===== src/rtl/config_pkg.sv =====
// Elaborated core configuration subset served by the configuration reader.
// Region tables hold up to NrMaxRules 64-bit entries, rule r at bits [64r +: 64].
package config_pkg;

  localparam int unsigned NrMaxRules = 16;

  typedef struct packed {
    int unsigned XLEN;
    logic RVA, RVB, RVC, RVH, RVV;
    logic FpuEn, MmuPresent, DebugEn, CvxifEn;
    logic RVZCB, RVZCMP, RVZiCond, PerfCounterEn, RVS, RVU;
    int unsigned NrPMPEntries;
    int unsigned NrScoreboardEntries;
    int unsigned IcacheByteSize;
    int unsigned DcacheByteSize;
    int unsigned IcacheSetAssoc;
    int unsigned DcacheSetAssoc;
    int unsigned NrCommitPorts;
    logic [1:0]  DCacheType;
    int unsigned NrExecuteRegionRules;
    logic [NrMaxRules*64-1:0] ExecuteRegionAddrBase;
    logic [NrMaxRules*64-1:0] ExecuteRegionLength;
    int unsigned NrCachedRegionRules;
    logic [NrMaxRules*64-1:0] CachedRegionAddrBase;
    logic [NrMaxRules*64-1:0] CachedRegionLength;
    int unsigned NrNonIdempotentRules;
    logic [NrMaxRules*64-1:0] NonIdempotentAddrBase;
    logic [NrMaxRules*64-1:0] NonIdempotentLength;
  } cva6_cfg_t;

  localparam cva6_cfg_t cva6_cfg_empty = '0;

endpackage


===== src/rtl/cfg_reader_pkg.sv =====
// Word map, feature bit positions and FSM state for the configuration reader.
package cfg_reader_pkg;

  localparam logic [31:0] MAGIC = 32'hC0F6_0001;

  localparam logic [31:0] WORD_MAGIC   = 32'h00;
  localparam logic [31:0] WORD_XLEN    = 32'h01;
  localparam logic [31:0] FEAT         = 32'h02;
  localparam logic [31:0] WORD_PMP     = 32'h03;
  localparam logic [31:0] WORD_SB      = 32'h04;
  localparam logic [31:0] WORD_ICACHE  = 32'h05;
  localparam logic [31:0] WORD_DCACHE  = 32'h06;
  localparam logic [31:0] WORD_GEOM    = 32'h07;
  localparam logic [31:0] EXEC_BASE    = 32'h10;
  localparam logic [31:0] CACHED_BASE  = 32'h50;
  localparam logic [31:0] NONIDEM_BASE = 32'h90;
  localparam logic [31:0] MAP_END      = 32'hD0;

  localparam int unsigned FEAT_RVA      = 0;
  localparam int unsigned FEAT_RVB      = 1;
  localparam int unsigned FEAT_RVC      = 2;
  localparam int unsigned FEAT_RVH      = 3;
  localparam int unsigned FEAT_RVV      = 4;
  localparam int unsigned FEAT_FPU      = 5;
  localparam int unsigned FEAT_MMU      = 6;
  localparam int unsigned FEAT_DEBUG    = 7;
  localparam int unsigned FEAT_CVXIF    = 8;
  localparam int unsigned FEAT_RVZCB    = 9;
  localparam int unsigned FEAT_RVZCMP   = 10;
  localparam int unsigned FEAT_RVZICOND = 11;
  localparam int unsigned FEAT_PERF     = 12;
  localparam int unsigned FEAT_RVS      = 13;
  localparam int unsigned FEAT_RVU      = 14;

  typedef enum logic {ST_IDLE, ST_STREAM} cfg_rd_state_e;

  function automatic logic [31:0] feat_word(input config_pkg::cva6_cfg_t c);
    logic [31:0] f;
    f = '0;
    f[FEAT_RVA]      = c.RVA;
    f[FEAT_RVB]      = c.RVB;
    f[FEAT_RVC]      = c.RVC;
    f[FEAT_RVH]      = c.RVH;
    f[FEAT_RVV]      = c.RVV;
    f[FEAT_FPU]      = c.FpuEn;
    f[FEAT_MMU]      = c.MmuPresent;
    f[FEAT_DEBUG]    = c.DebugEn;
    f[FEAT_CVXIF]    = c.CvxifEn;
    f[FEAT_RVZCB]    = c.RVZCB;
    f[FEAT_RVZCMP]   = c.RVZCMP;
    f[FEAT_RVZICOND] = c.RVZiCond;
    f[FEAT_PERF]     = c.PerfCounterEn;
    f[FEAT_RVS]      = c.RVS;
    f[FEAT_RVU]      = c.RVU;
    return f;
  endfunction

  // off = word offset inside a 64-word table: rule = off/4, word = off%4
  function automatic logic [31:0] rule_word(
    input logic [config_pkg::NrMaxRules*64-1:0] base,
    input logic [config_pkg::NrMaxRules*64-1:0] len,
    input int unsigned nr,
    input logic [5:0] off
  );
    int unsigned r;
    logic [63:0] b, l;
    r = 32'(off[5:2]);
    if (r >= nr) return '0;
    b = base[r*64 +: 64];
    l = len[r*64 +: 64];
    case (off[1:0])
      2'd0:    return b[31:0];
      2'd1:    return b[63:32];
      2'd2:    return l[31:0];
      default: return l[63:32];
    endcase
  endfunction

endpackage


===== src/rtl/cfg_reader_rom.sv =====
// Combinational word-index to {data, err} lookup over the elaborated configuration.
// Zero latency; no flow control of its own.
module cfg_reader_rom
  import cfg_reader_pkg::*;
#(
  parameter config_pkg::cva6_cfg_t CVA6Cfg = config_pkg::cva6_cfg_empty,
  parameter int unsigned IdxWidth = 10
) (
  input  logic [IdxWidth-1:0] idx_i,
  output logic [31:0]         data_o,
  output logic                err_o
);

  logic [31:0] w;
  assign w = 32'(idx_i);

  always_comb begin
    data_o = '0;
    err_o  = 1'b0;
    if (w >= MAP_END) begin
      err_o = 1'b1;
    end else if (w >= NONIDEM_BASE) begin
      data_o = rule_word(CVA6Cfg.NonIdempotentAddrBase, CVA6Cfg.NonIdempotentLength,
                         CVA6Cfg.NrNonIdempotentRules, 6'(w - NONIDEM_BASE));
    end else if (w >= CACHED_BASE) begin
      data_o = rule_word(CVA6Cfg.CachedRegionAddrBase, CVA6Cfg.CachedRegionLength,
                         CVA6Cfg.NrCachedRegionRules, 6'(w - CACHED_BASE));
    end else if (w >= EXEC_BASE) begin
      data_o = rule_word(CVA6Cfg.ExecuteRegionAddrBase, CVA6Cfg.ExecuteRegionLength,
                         CVA6Cfg.NrExecuteRegionRules, 6'(w - EXEC_BASE));
    end else begin
      case (w)
        WORD_MAGIC:  data_o = MAGIC;
        WORD_XLEN:   data_o = CVA6Cfg.XLEN;
        FEAT:        data_o = feat_word(CVA6Cfg);
        WORD_PMP:    data_o = CVA6Cfg.NrPMPEntries;
        WORD_SB:     data_o = CVA6Cfg.NrScoreboardEntries;
        WORD_ICACHE: data_o = CVA6Cfg.IcacheByteSize;
        WORD_DCACHE: data_o = CVA6Cfg.DcacheByteSize;
        WORD_GEOM:   data_o = {CVA6Cfg.IcacheSetAssoc[7:0], CVA6Cfg.DcacheSetAssoc[7:0],
                               CVA6Cfg.NrCommitPorts[7:0], 6'b0, CVA6Cfg.DCacheType};
        default:     data_o = '0;
      endcase
    end
  end

endmodule


===== src/rtl/cfg_reader.sv =====
// Burst-read responder for the static core configuration; first beat 1 cycle after request.
// Response beats hold stable under rsp_ready_i low; no new request until the burst drains.
module cfg_reader
  import cfg_reader_pkg::*;
#(
  parameter config_pkg::cva6_cfg_t CVA6Cfg = config_pkg::cva6_cfg_empty,
  parameter int unsigned AddrWidth = 12,
  parameter int unsigned LenWidth  = 4
) (
  input  logic                 clk_i,
  input  logic                 rst_i,
  input  logic                 req_valid_i,
  output logic                 req_ready_o,
  input  logic [AddrWidth-1:0] req_addr_i,
  input  logic [LenWidth-1:0]  req_len_i,
  output logic                 rsp_valid_o,
  input  logic                 rsp_ready_i,
  output logic [31:0]          rsp_data_o,
  output logic                 rsp_err_o,
  output logic                 rsp_last_o,
  output logic                 busy_o
);

  localparam int unsigned IW = AddrWidth - 2;

  cfg_rd_state_e       state;
  logic [IW-1:0]       idx_q, idx_nxt;
  logic [LenWidth-1:0] rem_q;
  logic                mis_q, mis_cur;
  logic                req_hs, beat_hs;
  logic [31:0]         rom_data;
  logic                rom_err;

  assign req_hs  = req_valid_i & req_ready_o;
  assign beat_hs = rsp_valid_o & rsp_ready_i;
  assign mis_cur = req_hs ? (req_addr_i[1:0] != 2'b00) : mis_q;

  // Look up the word for the beat presented next, so outputs can be registered.
  always_comb begin
    idx_nxt = idx_q;
    if (req_hs)                        idx_nxt = req_addr_i[AddrWidth-1:2];
    else if (beat_hs && rem_q != '0)   idx_nxt = idx_q + 1'b1;
  end

  cfg_reader_rom #(.CVA6Cfg(CVA6Cfg), .IdxWidth(IW)) u_rom (
    .idx_i  (idx_nxt),
    .data_o (rom_data),
    .err_o  (rom_err)
  );

  always_ff @(posedge clk_i) begin
    if (rst_i) begin
      state       <= ST_IDLE;
      req_ready_o <= 1'b1;
      rsp_valid_o <= 1'b0;
      busy_o      <= 1'b0;
      rsp_data_o  <= '0;
      rsp_err_o   <= 1'b0;
      rsp_last_o  <= 1'b0;
      idx_q       <= '0;
      rem_q       <= '0;
      mis_q       <= 1'b0;
    end else begin
      case (state)
        ST_IDLE: if (req_hs) begin
          state       <= ST_STREAM;
          req_ready_o <= 1'b0;
          rsp_valid_o <= 1'b1;
          busy_o      <= 1'b1;
          idx_q       <= idx_nxt;
          rem_q       <= req_len_i;
          mis_q       <= mis_cur;
          rsp_data_o  <= mis_cur ? '0 : rom_data;
          rsp_err_o   <= mis_cur | rom_err;
          rsp_last_o  <= (req_len_i == '0);
        end
        ST_STREAM: if (beat_hs) begin
          if (rem_q == '0) begin
            state       <= ST_IDLE;
            req_ready_o <= 1'b1;
            rsp_valid_o <= 1'b0;
            busy_o      <= 1'b0;
            rsp_data_o  <= '0;
            rsp_err_o   <= 1'b0;
            rsp_last_o  <= 1'b0;
          end else begin
            idx_q      <= idx_nxt;
            rem_q      <= rem_q - 1'b1;
            rsp_data_o <= mis_cur ? '0 : rom_data;
            rsp_err_o  <= mis_cur | rom_err;
            rsp_last_o <= (rem_q == LenWidth'(1));
          end
        end
        default: state <= ST_IDLE;
      endcase
    end
  end

endmodule


===== config.mk =====
export PLATFORM = sky130hd
export DESIGN_NAME = cfg_reader
export DESIGN_NICKNAME = d
export VERILOG_FILES = /design/src/rtl/config_pkg.sv /design/src/rtl/cfg_reader_pkg.sv /design/src/rtl/cfg_reader_rom.sv /design/src/rtl/cfg_reader.sv
export SDC_FILE = /design/constraint.sdc
export NUM_CORES = 1
export LEC_CHECK = 0
export BUFFER_PORTS_ARGS = -buffer_cell sky130_fd_sc_hd__buf_2
export CORE_ASPECT_RATIO = 0.7
export CORE_MARGIN = 8
export CORE_UTILIZATION = 35
export CTS_CLUSTER_DIAMETER = 50
export DETAILED_ROUTE_END_ITERATION = 7
export GPL_TIMING_DRIVEN = 0
export PLACE_DENSITY = 0.63
export SYNTH_ARGS = -nofsm -noshare
export SYNTH_HDL_FRONTEND = slang
export SYNTH_SLANG_ARGS = --single-unit
export TNS_END_PERCENT = 50

===== constraint.sdc =====
create_clock -name clk_i -period 2.8 [get_ports clk_i]
set_input_delay 0.42 -clock clk_i [delete_from_list [all_inputs] [get_ports clk_i]]
set_output_delay 0.42 -clock clk_i [all_outputs]
set_load 0.01 [all_outputs]

== Yosys cells after proc, flatten, opt, wreduce, memory -nomap -nowiden ==
Memory sizes are Yosys's and may differ from the RTL's.
Cells that the tools add are included.

* Bits in writable memories: 0
* Latch bits: 0
* Register bits after elaboration: 52
* Memory bits (read-only): 72
* Memories kept: 1
* Output and inout port bits: 37

* Reductions and logical operators: 16
* Add/sub/neg operators: 5
* Shifts and indexed selects: 3
* Divide/modulo/power cells: 0
* Mux-type cells: 57
* Bitwise gates (word level): 4
* Multipliers: 0
* Eq/ne operators: 8
* Magnitude comparators: 4

{| class="wikitable"
|+ Memories
! name !! depth !! bits a word !! read ports !! clocked after memory_dff !! write ports !! line !! source
|-
| (name not given) || 8 || 9 || 1 || 0 || 0 || cfg_reader_rom.sv:32 || <nowiki>case (w)</nowiki>
|}

{| class="wikitable"
|+ Operator list
! kind !! count
|-
| variable part select 1024 x 11 -> 64 bit, first input constant || 3
|-
| 2-to-1 mux 32 bit || 15
|-
| case mux 32 bit (2 select lines) || 1
|-
| 2-to-1 mux 10 bit || 5
|-
| logical NOT 29 bit || 1
|-
| 2-to-1 mux 1 bit || 26
|-
| >= comparator 10 x 8 -> 1 bit, second input constant || 2
|-
| case mux 10 bit (2 select lines) || 1
|-
| subtractor 6 x 5 -> 6 bit, second input constant || 3
|-
| 2-to-1 mux 4 bit || 3
|-
| adder 10 x 1 -> 10 bit, second input constant || 1
|-
| >= comparator 10 x 5 -> 1 bit, second input constant || 1
|-
| >= comparator 10 x 7 -> 1 bit, second input constant || 1
|-
| case mux 1 bit (2 select lines) || 5
|-
| logical NOT 4 bit || 2
|-
| case mux 4 bit (2 select lines) || 1
|-
| equality test 2 bit, second input constant || 3
|-
| logical NOT 2 bit || 3
|-
| AND reduction 3 bit || 2
|-
| OR reduction 2 bit || 3
|-
| equality test 4 x 1 -> 1 bit, second input constant || 1
|-
| inequality test 2 x 1 -> 1 bit, second input constant || 2
|-
| inequality test 2 bit, second input constant || 2
|-
| AND reduction 2 bit || 2
|-
| other kinds (7) || 8
|}

== Longest topological paths before layout ==
* Depth in word-level cells: 18
* Gate-level depth with buffers: 9
* Gate-level depth less buffers: 8

== Modules after synthesis ==
A second synthesis with hierarchy kept.

* Cells, all modules: 296
* Area, all modules: 2,623.8 µm²

{| class="wikitable"
|+ Modules (own cells, without submodules)
! module !! cells an instance !! instances !! sequential area each (µm²) !! area an instance (µm²)
|-
| cfg_reader || 257 || 1 || 1,041.0 || 2,352.3
|-
| cfg_reader_rom || 39 || 1 || 0.0 || 271.5
|}

== Least setup slack after synthesis ==
OpenSTA, ideal clock, no wires.

* Path type: register -> register
* Start point: reg rem_q[0]
* End point: reg rsp_err_o
* Clock period less this slack: 2,269 ps
* Data required time: 2,714 ps
* Data arrival time: 2,184 ps
* Stages on the path, launching flop included: 10
* Path slack: 531 ps
* Library setup time: 86 ps
* Cell sequence: dfxtp_1 inv_1 ha_1 nor3b_2 buf_6 nor4_1 mux2_2 o221ai_1 a21oi_1 a211oi_1

* Cells in the longest elaborated chain, start to end: 10
* Elaborated cells on any way between the ends: 12
* Those cells by class: order compare: 1; mux: 7; bitwise: 1; reduce/logical: 3

{| class="wikitable"
|+ RTL lines
! what !! line !! source
|-
| start, declared || cfg_reader.sv:28 || <nowiki>logic [LenWidth-1:0] rem_q;</nowiki>
|-
| start signal, assigned || cfg_reader.sv:71 || <nowiki>rem_q <= req_len_i;</nowiki>
|-
| start signal, assigned || cfg_reader.sv:88 || <nowiki>rem_q <= rem_q - 1'b1;</nowiki>
|-
| nonzero test 4 bit || cfg_reader.sv:42 || <nowiki>else if (beat_hs && rem_q != '0) idx_nxt = idx_q + 1'b1;</nowiki>
|-
| logical AND 1 bit || cfg_reader.sv:42 ||
|-
| 2-to-1 mux 10 bit || cfg_reader.sv:42 ||
|-
| 2-to-1 mux 10 bit || cfg_reader.sv:41 || <nowiki>if (req_hs) idx_nxt = req_addr_i[AddrWidth-1:2];</nowiki>
|-
| >= comparator 10 x 8 -> 1 bit || cfg_reader_rom.sv:20 || <nowiki>if (w >= MAP_END) begin</nowiki>
|-
| 2-to-1 mux 1 bit || cfg_reader_rom.sv:20 ||
|-
| OR 1 bit || cfg_reader.sv:74, cfg_reader.sv:90 ||
|-
| 2-to-1 mux 1 bit || cfg_reader.sv:78 || <nowiki>if (rem_q == '0) begin</nowiki>
|-
| 2-to-1 mux 1 bit || cfg_reader.sv:77 || <nowiki>ST_STREAM: if (beat_hs) begin</nowiki>
|-
| case mux 1 bit (2 select lines) (*) || cfg_reader.sv:64 || <nowiki>case (state)</nowiki>
|-
| end signal, assigned || cfg_reader.sv:74 || <nowiki>rsp_err_o <= mis_cur | rom_err;</nowiki>
|-
| end signal, assigned || cfg_reader.sv:90 || <nowiki>rsp_err_o <= mis_cur | rom_err;</nowiki>
|-
| end, declared || cfg_reader.sv:19 || <nowiki>output logic rsp_err_o,</nowiki>
|}

Every way passes the cells marked *; elsewhere a longest branch is shown, timed or not. The select of a mux whose other input is x is not followed.
A chain may end at the register's enable or synchronous reset.

== Final worst setup path ==
Same ends and word-level chain as after synthesis.

==> qor.csv <==
metric,value,unit
synthMuxAreaShare,3.233,%
clk_pin_slew,0.09,ns
synth_seq_cells,21,
ys_types,42,
initial_utilization,36.44,%
num-fill-cells,470,
setup_violations,0,
ys.flop_type,dfxtp_1,
synth.yosys.seq_area_share,26.50,%
synthAdderAreaFrac,2.366,%
arrival,2.75,ns
vias_per_cell,4.863,
dpl.hpwl,3.348,mm
r2r_cells,9,
finClkSkew,0.01036,ns
cts-buffers-inserted,3,
period_minus_slack,2.554,ns
grt_pass1_vias,1375,
area_delta_synth_final,22.95,%
wl_per_cell,13.18,um
crit_chain,"inv_1, ha_1, nor3b_2, buf_6, nor4_2, mux2_2, o221ai_1, a21oi_1, a211oi_1",
netlist_area,1587,um2
gr-total-overflow,0,
async_reset_ff_share,0,%
clk-insertion-delay-late,0.27,ns
globalplace.congestion,0.8298,
slowest_stage,nor4_2,
power_frac_comb,31.8,%
fin_crit_sh,91.23,%
reg2reg_from,rem_q[0],
ctsHtreeMaxLevel,1,
drtIter0Drc,91,
ctsHoldBuffers,0,
critPathRequiredTime,2.99,ns
final_util,44.80,%
synth.area.top_cells,"dfxtp_1, buf_4, nor2_1",
cts_tree,yes,
hp-class,input pin to flip-flop,
vdd.ir_drop.worst,0.1847,mV
synthSimpleGateAreaFrac,23.74,%
rsz0062_at_grt,no,
final_max_slew_viol_count,0,
slowest_delay,0.42,ns
outcome,finished clean,
synth_top_family_by_area,simple AND/OR/NAND/NOR gates,
crit_end,rsp_err_o,
yosysWarningCount,0,
hp-start,req_valid_i,
cts.path.max_buffers,2,
drt-total-wl,4.244,mm
syn-instance-count,209,
worstPathMaxFanout,10,
pin_count,57,
reg2reg_slack,0.25,ns
port_buffers,32,
final_common_cell,buf_2,
timing.setup.tns,0,ns
die_y,72.33,um
nNetsFinal,291,
antenna_cells,0,
cts_sinks,21,
hold_viol,0,
crit_type,flip-flop to flip-flop,
cts_root_buffer,clkbuf_8,
tightest_slew,0.5841,ns
p_int,529.3,uW
drive_above_1_share,29.21,%
synth_top_area_share,26.50,%
synth-compound-area-share,20.27,%
final_cell_mix,"buf_2, buf_4, nor2_1",
startpoint,rem_q[0],
timing.fmax,0.3915,GHz
drc,0,
p_clk_share,25.7,%
row_count,20,
grt_max_degree,13,
synth_edf_count,0,
critPathCaptureType,flip-flop,
grt_pass1_wl,6.658,mm
maxCapViolCount,0,
die_w,96.47,um
core_area,4354,um2
antenna_left,0,
p_leak,0.8676,nW
powerDensity,413.9,nW/um2
avgSynthCellArea,7.591,um2
track_usage,11.84,%
p_sw,278.1,uW
routed-via-count,1566,
slew_headroom,61.06,%
antenna_found_initial,0,
dieArea,6978,um2
switching_share,34.44,%
startpoint_type,flip-flop,
power_frac_seq,42.4,%
first_pass_iters,4,
reg2reg_to,rsp_err_o,
yosys.area_share.xor_xnor,3.864,%
synth_top_area_cell,dfxtp_1,
area by class of cell:
type,instances,area [um2],share of cell area [%]
multi-input cells,161,940.9,48.24
flip-flops and latches,21,420.4,21.55
plain buffers,42,287.8,14.75
repair buffers,32,160.2,8.210
well taps,55,68.82,3.528
clock buffers,3,41.29,2.117
inverters,7,26.28,1.347
clock inverters,1,5.005,0.2566
how the worst min path moves through the flow:
stage,end,cells after the start,slack [ns]
after floorplan,mis_q,2,0.47
after CTS,req_ready_o,3,0.43
after detailed placement,rsp_last_o,2,0.47
final,req_ready_o,3,0.43
after global placement,rsp_last_o,2,0.46
after global routing,req_ready_o,3,0.45
power groups by stage:
stage | combinational (mW) | sequential (mW) | clock (mW)
final | 0.257 | 0.342 | 0.208
after CTS | 0.255 | 0.342 | 0.214
after floorplan | 0.189 | 0.347 | 0
after detailed placement | 0.253 | 0.349 | 0
after global routing | 0.284 | 0.347 | 0.229
after global placement | 0.253 | 0.349 | 0
cell families (layout without fill, tap and decap cells):
logic type	count (synthesis)	count (layout)
muxes	5	5
buffers and inverters	49	85
xor gates and xnor gates	7	7
other	1	23
and+or+nand+nor	75	75
DFF	21	21
AOI/OAI and AO/OA	48	48
adders and majority gates	3	3
sequential cells by signal (all words and copies together), names as in the netlist:
| register | cells |
|---|---|
| mis_q | 1 |
| busy_o | 1 |
| state | 1 |
| rsp_data_o | 1 |
| idx_q | 10 |
| rsp_last_o | 1 |
| rem_q | 4 |
| req_ready_o | 1 |
| rsp_err_o | 1 |
per-stage QoR:
step                      instance area, um2  instances  hold WS, ns  setup slack (ns)  power [mW]
after floorplan                         1669        231       0.4682            0.5305      0.5360
after global placement                  1898        318       0.4601            0.1358      0.6013
after global routing                    1951        322       0.4525           0.08515      0.8597
after detailed placement                1898        318       0.4656            0.1583      0.6027
after CTS                               1944        322       0.4289            0.1247      0.8110
final                                   1951        322       0.4340            0.2457      0.8074
worst max-delay path, delay by kind of cell, from the launching register on:
family	cells	cell delay [ns]
flops	1	0.39
fa+ha+maj	1	0.25
buf+inv	2	0.23
compound gates	3	0.63
mux	1	0.38
simple gates	2	0.60
cells in the mapped netlist (4+ instances only):
cell type,count
xnor2_1,7
a21oi_1,13
nor4_1,4
a22o_1,4
clkbuf_1,5
nor3_1,10
a22oi_1,5
inv_1,6
nor2_1,27
dfxtp_1,21
o21ai_0,11
nand2_1,11
a211oi_1,5
nand3_1,7
buf_4,32
mux2i_1,4
metal layers:
metal	track usage (%)	routed length, um	up-vias
li1	-	-	803
met1	17.05	1936	697
met2	17.07	1830	61
met3	3.505	461	5
met4	1.505	17	0
met5	0	0	-
repair_timing:
item,4_1_cts,5_1_grt
setup endpoints to repair,0,1
hold endpoints to repair,0,0
gates resized for setup,0,1
setup buffers,0,0
Power figures use the tool's default switching activity.
